===== src/rtl/sum_diff_pkg.sv =====
// Shared definitions for the sum/difference pipeline: mode encodings,
// default widths and the packed {diff, sum} helper used by sum_diff_calc.
package sum_diff_pkg;

  localparam logic MODE_PAIR = 1'b0;
  localparam logic MODE_ACC  = 1'b1;

  localparam int DEF_WIDTH = 8;
  localparam int DEF_CNT_W = 8;

  // Widest operand the helper function supports.
  localparam int MAX_W = 32;

  // Zero-extends a and b to 2*width bits and returns {a-b, a+b}, each half
  // 2*width bits wide, in the low 4*width bits of the result.
  function automatic logic [4*MAX_W-1:0] sum_diff_pack(
    input logic [MAX_W-1:0] a,
    input logic [MAX_W-1:0] b,
    input int               width
  );
    logic [2*MAX_W-1:0] mask;
    logic [2*MAX_W-1:0] s;
    logic [2*MAX_W-1:0] d;
    mask = {(2*MAX_W){1'b1}} >> (2*MAX_W - 2*width);
    s    = ({{MAX_W{1'b0}}, a} + {{MAX_W{1'b0}}, b}) & mask;
    d    = ({{MAX_W{1'b0}}, a} - {{MAX_W{1'b0}}, b}) & mask;
    return ({{(2*MAX_W){1'b0}}, d} << (2*width)) | {{(2*MAX_W){1'b0}}, s};
  endfunction

endpackage


===== src/rtl/sum_diff_calc.sv =====
// Combinational sum/difference of one operand pair. Input is {a, b}, output
// is {a-b, a+b} with both halves zero-extended to 2*WIDTH bits.
module sum_diff_calc
  import sum_diff_pkg::*;
#(
  parameter int WIDTH = DEF_WIDTH
) (
  input  logic [2*WIDTH-1:0] ab,
  output logic [4*WIDTH-1:0] y
);

  logic [4*MAX_W-1:0] pack_w;

  // Evaluate the shared helper at this instance's width.
  always_comb begin
    pack_w = sum_diff_pack(MAX_W'(ab[2*WIDTH-1:WIDTH]), MAX_W'(ab[WIDTH-1:0]), WIDTH);
  end

  assign y = pack_w[4*WIDTH-1:0];

  // Bits above 4*WIDTH are always zero; fold them away explicitly.
  if (WIDTH < MAX_W) begin : g_hi
    logic unused_hi;
    assign unused_hi = ^pack_w[4*MAX_W-1:4*WIDTH];
  end

endmodule


===== src/rtl/sum_diff_pipe.sv =====
// Two-stage sum/difference pipeline with valid/ready handshakes.
// S1 holds the accepted beat; S2 drives out_valid/out_y/out_cnt.
// PAIR beats produce one result each; ACC beats accumulate until in_last.
// Optional feature macro: SUM_DIFF_FLAGS_EN adds out_flags[1:0]
// ([0] sticky sum carry across the result's beats, [1] MSB of diff).
module sum_diff_pipe
  import sum_diff_pkg::*;
#(
  parameter int WIDTH = DEF_WIDTH,
  parameter int CNT_W = DEF_CNT_W
) (
  input  logic               clk,
  input  logic               rst,
  input  logic               in_valid,
  output logic               in_ready,
  input  logic [WIDTH-1:0]   in_a,
  input  logic [WIDTH-1:0]   in_b,
  input  logic               in_mode,
  input  logic               in_last,
  output logic               out_valid,
  input  logic               out_ready,
  output logic [4*WIDTH-1:0] out_y,
  output logic [CNT_W-1:0]   out_cnt
`ifdef SUM_DIFF_FLAGS_EN
  ,
  output logic [1:0]         out_flags
`endif
);

  localparam int HW = 2 * WIDTH;

  function automatic logic [CNT_W-1:0] sat_inc(input logic [CNT_W-1:0] c);
    return (&c) ? c : c + CNT_W'(1);
  endfunction

  logic               s1_valid;
  logic [WIDTH-1:0]   s1_a;
  logic [WIDTH-1:0]   s1_b;
  logic               s1_mode;
  logic               s1_last;

  logic [4*WIDTH-1:0] beat_y;
  logic [HW-1:0]      beat_sum;
  logic [HW-1:0]      beat_diff;

  logic [HW-1:0]      acc_sum;
  logic [HW-1:0]      acc_diff;
  logic [CNT_W-1:0]   acc_cnt;
  logic [HW-1:0]      sum_next;
  logic [HW-1:0]      diff_next;

  logic               s1_acc_body;
  logic               s1_adv;
  logic               in_fire;
  logic               s2_load;

  sum_diff_calc #(.WIDTH(WIDTH)) u_calc (
    .ab ({s1_a, s1_b}),
    .y  (beat_y)
  );

  assign beat_sum  = beat_y[HW-1:0];
  assign beat_diff = beat_y[4*WIDTH-1:HW];
  assign diff_next = acc_diff + beat_diff;

`ifdef SUM_DIFF_FLAGS_EN
  logic sum_carry;
  logic acc_carry;
  assign {sum_carry, sum_next} = {1'b0, acc_sum} + {1'b0, beat_sum};
`else
  assign sum_next = acc_sum + beat_sum;
`endif

  // A non-last ACC beat never needs S2, so it can drain even while S2 stalls.
  assign s1_acc_body = (s1_mode == MODE_ACC) && !s1_last;
  assign s1_adv      = s1_valid && (!out_valid || out_ready || s1_acc_body);
  assign in_ready    = !s1_valid || s1_adv;
  assign in_fire     = in_valid && in_ready;
  assign s2_load     = s1_adv && !s1_acc_body;

  // ---- S1: input register, occupancy flag ----
  always_ff @(posedge clk) begin
    if (rst) begin
      s1_valid <= 1'b0;
    end else if (in_fire) begin
      s1_valid <= 1'b1;
    end else if (s1_adv) begin
      s1_valid <= 1'b0;
    end
  end

  // S1 beat payload, captured on every accepted beat.
  always_ff @(posedge clk) begin
    if (in_fire) begin
      s1_a    <= in_a;
      s1_b    <= in_b;
      s1_mode <= in_mode;
      s1_last <= in_last;
    end
  end

  // Packet accumulators: add body beats, clear when the last beat leaves S1.
  always_ff @(posedge clk) begin
    if (rst) begin
      acc_sum  <= '0;
      acc_diff <= '0;
      acc_cnt  <= '0;
    end else if (s1_adv && (s1_mode == MODE_ACC)) begin
      if (!s1_last) begin
        acc_sum  <= sum_next;
        acc_diff <= diff_next;
        acc_cnt  <= sat_inc(acc_cnt);
      end else begin
        acc_sum  <= '0;
        acc_diff <= '0;
        acc_cnt  <= '0;
      end
    end
  end

  // ---- S2: output register, holds while the consumer stalls ----
  always_ff @(posedge clk) begin
    if (rst) begin
      out_valid <= 1'b0;
      out_y     <= '0;
      out_cnt   <= '0;
    end else if (s2_load) begin
      out_valid <= 1'b1;
      if (s1_mode == MODE_PAIR) begin
        out_y   <= beat_y;
        out_cnt <= CNT_W'(1);
      end else begin
        out_y   <= {diff_next, sum_next};
        out_cnt <= sat_inc(acc_cnt);
      end
    end else if (out_ready) begin
      out_valid <= 1'b0;
    end
  end

`ifdef SUM_DIFF_FLAGS_EN
  // Sticky carry of the packet sum, cleared together with the accumulators.
  always_ff @(posedge clk) begin
    if (rst) begin
      acc_carry <= 1'b0;
    end else if (s1_adv && (s1_mode == MODE_ACC)) begin
      acc_carry <= s1_last ? 1'b0 : (acc_carry | sum_carry);
    end
  end

  // Flags registered alongside out_y.
  always_ff @(posedge clk) begin
    if (rst) begin
      out_flags <= 2'b00;
    end else if (s2_load) begin
      if (s1_mode == MODE_PAIR) begin
        out_flags <= {beat_diff[HW-1], 1'b0};
      end else begin
        out_flags <= {diff_next[HW-1], acc_carry | sum_carry};
      end
    end
  end
`endif

endmodule


===== config.mk =====
export PLATFORM = sky130hd
export DESIGN_NAME = sum_diff_pipe
export DESIGN_NICKNAME = d
export VERILOG_FILES = /design/src/rtl/sum_diff_pkg.sv /design/src/rtl/sum_diff_calc.sv /design/src/rtl/sum_diff_pipe.sv
export SDC_FILE = /design/constraint.sdc
export NUM_CORES = 1
export LEC_CHECK = 0
export CELL_PAD_IN_SITES_DETAIL_PLACEMENT = 1
export CELL_PAD_IN_SITES_GLOBAL_PLACEMENT = 2
export CORE_MARGIN = 5
export CORE_UTILIZATION = 39
export CTS_BUF_LIST = sky130_fd_sc_hd__clkbuf_8
export CTS_CLUSTER_DIAMETER = 40
export DETAILED_ROUTE_END_ITERATION = 16
export HOLD_SLACK_MARGIN = 0.08
export PLACE_DENSITY = 0.86
export SYNTH_ARGS = -nofsm -noshare
export SYNTH_HDL_FRONTEND = slang
export SYNTH_HIERARCHICAL = 1
export SYNTH_SLANG_ARGS = --single-unit

===== constraint.sdc =====
create_clock -name clk -period 6.94 [get_ports clk]
set_input_delay 1.735 -clock clk [delete_from_list [all_inputs] [get_ports clk]]
set_output_delay 1.735 -clock clk [all_outputs]
set_load 0.01 [all_outputs]

### Word level (Yosys, flattened, before mapping)

Index checks and enable logic that the tools add are counted.

| cells by class | value |
|---|---|
| add/subtract/negate cells | 5 |
| muxes and demuxes | 10 |
| bitwise gates (word level) | 1 |
| reductions and logical operators | 15 |

Operator list:

| operator | number |
|---|---|
| adder 16 bit | 2 |
| two-way mux 16 bit | 2 |
| two-way mux 32 bit | 1 |
| OR 32 x 16 -> 32 bit | 1 |
| two-way mux 8 bit | 3 |
| adder 8 x 8 -> 9 bit | 1 |
| subtractor 8 x 8 -> 9 bit | 1 |
| adder 8 x 1 -> 8 bit (second input constant) | 1 |
| AND reduction 8 bit | 1 |
| logical AND 1 bit | 5 |
| logical NOT 1 bit | 4 |
| two-way mux 1 bit | 4 |
| nonzero test 2 bit | 2 |
| logical OR 1 bit | 3 |

| word-level totals | value |
|---|---|
| register bits after elaboration | 100 |
| input bits | 22 |
| output and inout bits | 42 |

### Longest topological paths before layout

| depth | value |
|---|---|
| depth in word-level cells | 7 |
| gate-level depth with buffers | 17 |

### Hierarchy

Netlist, hierarchy kept.

By module, submodules not included:

| module | times used | cells an instance | area an instance (um2) | seq. area each (um2) |
|---|---|---|---|---|
| sum_diff_pipe | 1 | 565 | 5208.7 | 2182.1 |
| sum_diff_calc | 1 | 122 | 868.3 | 0.0 |

### Worst setup path after synthesis

Ideal clock, no wire load.

| timing path | value |
|---|---|
| path type | input to output |
| from | in out_ready |
| to | out in_ready |
| arrival time | 2.046 ns |
| data required time | 5.205 ns |
| path slack | 3.159 ns |
| stages on the path | 2 |
| buffers on the path | 0 |
| cells stage by stage | nor2b_1 nand3_1 |

| between the ends | value |
|---|---|
| word-level cells in the longest chain between the ends | 4 |

RTL lines:

| item | line | RTL |
|---|---|---|
| start: declaration | sum_diff_pipe.sv:21 | `input logic out_ready,` |
| logical OR 1 bit (2 in series) | sum_diff_pipe.sv:76 | `assign s1_adv = s1_valid && (!out_valid \|\| out_ready \|\| s1_acc_body);` |
| logical AND 1 bit | sum_diff_pipe.sv:76 |  |
| logical OR 1 bit | sum_diff_pipe.sv:77 | `assign in_ready = !s1_valid \|\| s1_adv;` |
| end: declaration | sum_diff_pipe.sv:15 | `output logic in_ready,` |

Every way passes these cells.

### Final worst setup path

Ends and elaborated chain as after synthesis.

==> flow_summary.toml <==
[outcome]
run_status = "completed"

[timing]
fin_worst_skew_ns = 0.0120
unrepaired_setup_endpoints_after_global_routing = "false"
timing.fmax_mhz = 208
max_slew.worst_pin.slew_ns = 1.09
final_hold_viol_count = 0
final-setup-viol-count = 0
slew-limit-headroom_pct = 26.8
number_of_max_slew_violations_in_the_final_report = 0
final_min_period_over_clock_period_pct = 69.1
setup_total_negative_slack_ns = 0
layout_min_cycle_time_ns = 4.80

[placed_design]
port-buffer-count = 63
detailed_place_hpwl_microns = 11700
gp_routability_congestion = 0.856
placed_cell_area_sq_um = 6810

[job]
cap_viol_max_count = 0

[clock_tree]
hold_buffers = 0
clk_path_buf_depth = 2
worst_setup_hold_path_clk_slew_ns = 0.10
cts.repair_timing.setup_buffer_count = 0
clkSinkCount = 100
tritoncts = "yes"
clock_latency_ns = 0.39
clock_tree.htree_level_count = 3
number_of_buffers_created_by_cts = 9
cts_repair_resize_count = 0
clock-root-buffer = "clkbuf_8"

[setup_path]
reg2reg_depth = 14
critical_path.reg2reg.endpoint = "out_y[28]$_SDFFE_PP0P_"
critical_path.slowest_cell = "clkdlybuf4s50_1"
cp_cell_sequence = "clkdlybuf4s50_1 > nor2b_1 > nand3_1 > clkdlybuf4s50_1"
worst_setup_path_start_kind = "input pin"
worst-path-buf-inv = 2
criticalPathCategory = "in2out"
cell_seen_most_often_among_critical_path_stages = "clkdlybuf4s50_1"
crit_path_max_fanout = 3
timing.critical_path.required_ns = 5.20
worst_ep_arrival_time_ns = 3.06
crit_family = "buffers and inverters"
critical_path_sink_type = "primary output"
timing.rr.start = "s1_b[0]$_DFFE_PP_"
reg2reg_slack_ns = 2.80
critPathMaxStageDelay_ns = 0.53

[pwr]
power_leakage_nw = 2.77
clockPowerShare_pct = 29.8
p_int_uw = 982
p_sw_uw = 456
pwr_density_cell_nw_per_um2 = 204
switching_share_pct = 31.7
seq_power_share_pct = 44.1
peakVddDrop_mv = 0.0857
power.share.combinational_pct = 26.1

[finish]
final_cell_mix = "dfxtp_1 (82), nor2_1 (77), a21oi_1 (63)"
final_standard_cell_utilization_of_the_core_pct = 46.1
area_used_by_multi_input_combinational_logic_sq_um = 3580
final_nets = 798
post_route_cells_drive_above_1_share_pct = 6.99
n_antenna_cell = 0
regArea_sq_um = 2180
layout.cell_area.non_filler_sq_um = 7030
layout.filler_cells = 1812
area_growth_syn_to_layout_pct = 15.8
mostFrequentLayoutCell = "dfxtp_1"

[worst_hold_path]
timing.hold.worst_endpoint = "out_cnt[5]$_SDFFE_PP0P_"
hold-path-cell-count = 2
launch_instance_of_the_worst_min_delay_path = "out_cnt[5]$_SDFFE_PP0P_"
hold_class = "reg2reg"

[grt]
grt_max_degree = 65
overflow = 0
wire_length_of_the_first_global_routing_pass_microns = 26200
grt_pass1_vias = 5253
globalRouteTotalUtil_pct = 17.9
grt_antenna_before_repair = 0

[route]
dr_total_vias = 5138
vias_per_cell = 5.46
drt_first_iter_violations = 165
detailedRoute.firstPassIterationCount = 4
wirelength_microns = 16200
detail-route-antenna-nets = 0
remaining_drc_errors = 0
routedWlPerCell_microns = 17.2

[die]
die_area_sq_um = 18200
core_area_sq_um = 15300
floorplan.die.width_microns = 135
floorplan.rows = 45
initial_core_util_pct = 39.8
io_pins = 64
die_h_microns = 135

[logic_synthesis]
synth_edf_count = 18
netlist.top_cell.by_area = "dfxtp_1"
syn-instance-count = 687
synthesis.area_sq_um = 6080
yosys_warnings = 6
synth-main-ff-cell = "dfxtp_1"
synth_cell_types = 73
synth_top_cells_by_area = "dfxtp_1 (27%), ha_1 (9.7%), edfxtp_1 (8.9%)"
synth.avg_cell_area_sq_um = 8.85
share_of_flip_flops_with_an_asynchronous_set_or_reset_pct = 0
synth_top_area_share_pct = 27.0
yosys_register_bits = 100
sequential_cell_area_fraction_in_the_yosys_report_pct = 35.9
==> area by class of cell <==
class	instances	area share, %
multi-input cells	515	50.9
flip-flops and latches	100	31.0
repair buffers	70	9.64
well taps	211	3.75
clock buffers	10	1.96
inverters	29	1.55
clock inverters	6	1.23
==> routing by layer <==
layer | up-vias | global-route usage [%] | share of wire [%] | routed length, microns
li1 | 2539 | - | - | -
met1 | 2521 | 23.4 | 48 | 7760
met2 | 63 | 30.3 | 48 | 7790
met3 | 15 | 2.50 | 2.2 | 358
met4 | 0 | 6.28 | 1.6 | 261
met5 | - | 0 | 0 | 0
==> worst min-delay path, cell delays in order, from the launching register on <==
cell,delay [ns]
dfxtp_1,0.33
nand2_1,0.05
a21oi_1,0.05
==> sequential cells by signal, indices dropped and copies added, names as in the netlist, 8 cells and up <==
register	flops
s1_b	8
acc_diff	16
acc_sum	16
out_y	32
acc_cnt	8
s1_a	8
out_cnt	8
==> synthesized netlist by cell type, drive strengths merged (2+ instances only) <==
master	count
dfxtp	82
nor2	79
a21oi	66
nand2	50
ha	47
o21ai	30
a211oi	29
inv	28
clkbuf	27
xnor2	26
buf	22
a22oi	18
edfxtp	18
nand3	16
mux2i	14
a22o	12
xor2	12
a31oi	11
nor3	10
o211ai	9
and4	8
nand2b	8
a21o	7
o31ai	7
and3	4
fa	4
nor2b	4
a221oi	3
nor4	3
o21a	3
o21bai	3
a2111oi	2
a21boi	2
a311oi	2
a41oi	2
or2	2
or4	2
==> kinds of logic (layout without fill, tap and decap cells) <==
logic type	count (synthesis)	in the layout	share of synthesized area, %
compound gates	213	213	24.6
xor+xnor	38	38	5.60
fa+ha+maj	51	51	11.0
buf+inv	78	115	5.85
flops	100	100	35.9
mux	15	15	2.49
other cells	1	7	0.0617
simple gates	191	191	14.5
==> worst max path at each step <==
stage / start / to / slack (ns) / depth (start not counted)
6_report: out_ready / in_ready / 2.14 / 4
5_1_grt: out_ready / in_ready / 2.05 / 4
4_1_cts: out_ready / in_ready / 2.12 / 4
3_5_place_dp: out_ready / in_ready / 2.13 / 4
3_3_place_gp: out_ready / in_ready / 2.22 / 4
2_1_floorplan: out_ready / in_ready / 3.16 / 2
==> power by group through the flow <==
stage | Combinational (mW) | Sequential [mW] | Clock, mW
floorplan | 0.263 | 0.651 | 0
global route | 0.414 | 0.638 | 0.463
finish | 0.375 | 0.635 | 0.429
CTS | 0.376 | 0.635 | 0.441
detailed placement | 0.374 | 0.648 | 0
global placement | 0.360 | 0.646 | 0
==> through the flow <==
step / worst slack, ns / total power [mW] / instances / hold slack [ns]
4_1_cts: 2.12 / 1.45 / 941 / 0.475
3_3_place_gp: 2.22 / 1.01 / 925 / 0.439
6_report: 2.14 / 1.44 / 941 / 0.472
2_1_floorplan: 3.16 / 0.914 / 693 / 0.429
3_5_place_dp: 2.13 / 1.02 / 925 / 0.456
5_1_grt: 2.05 / 1.51 / 941 / 0.501
Note: power is estimated with default switching activity, not from simulation.
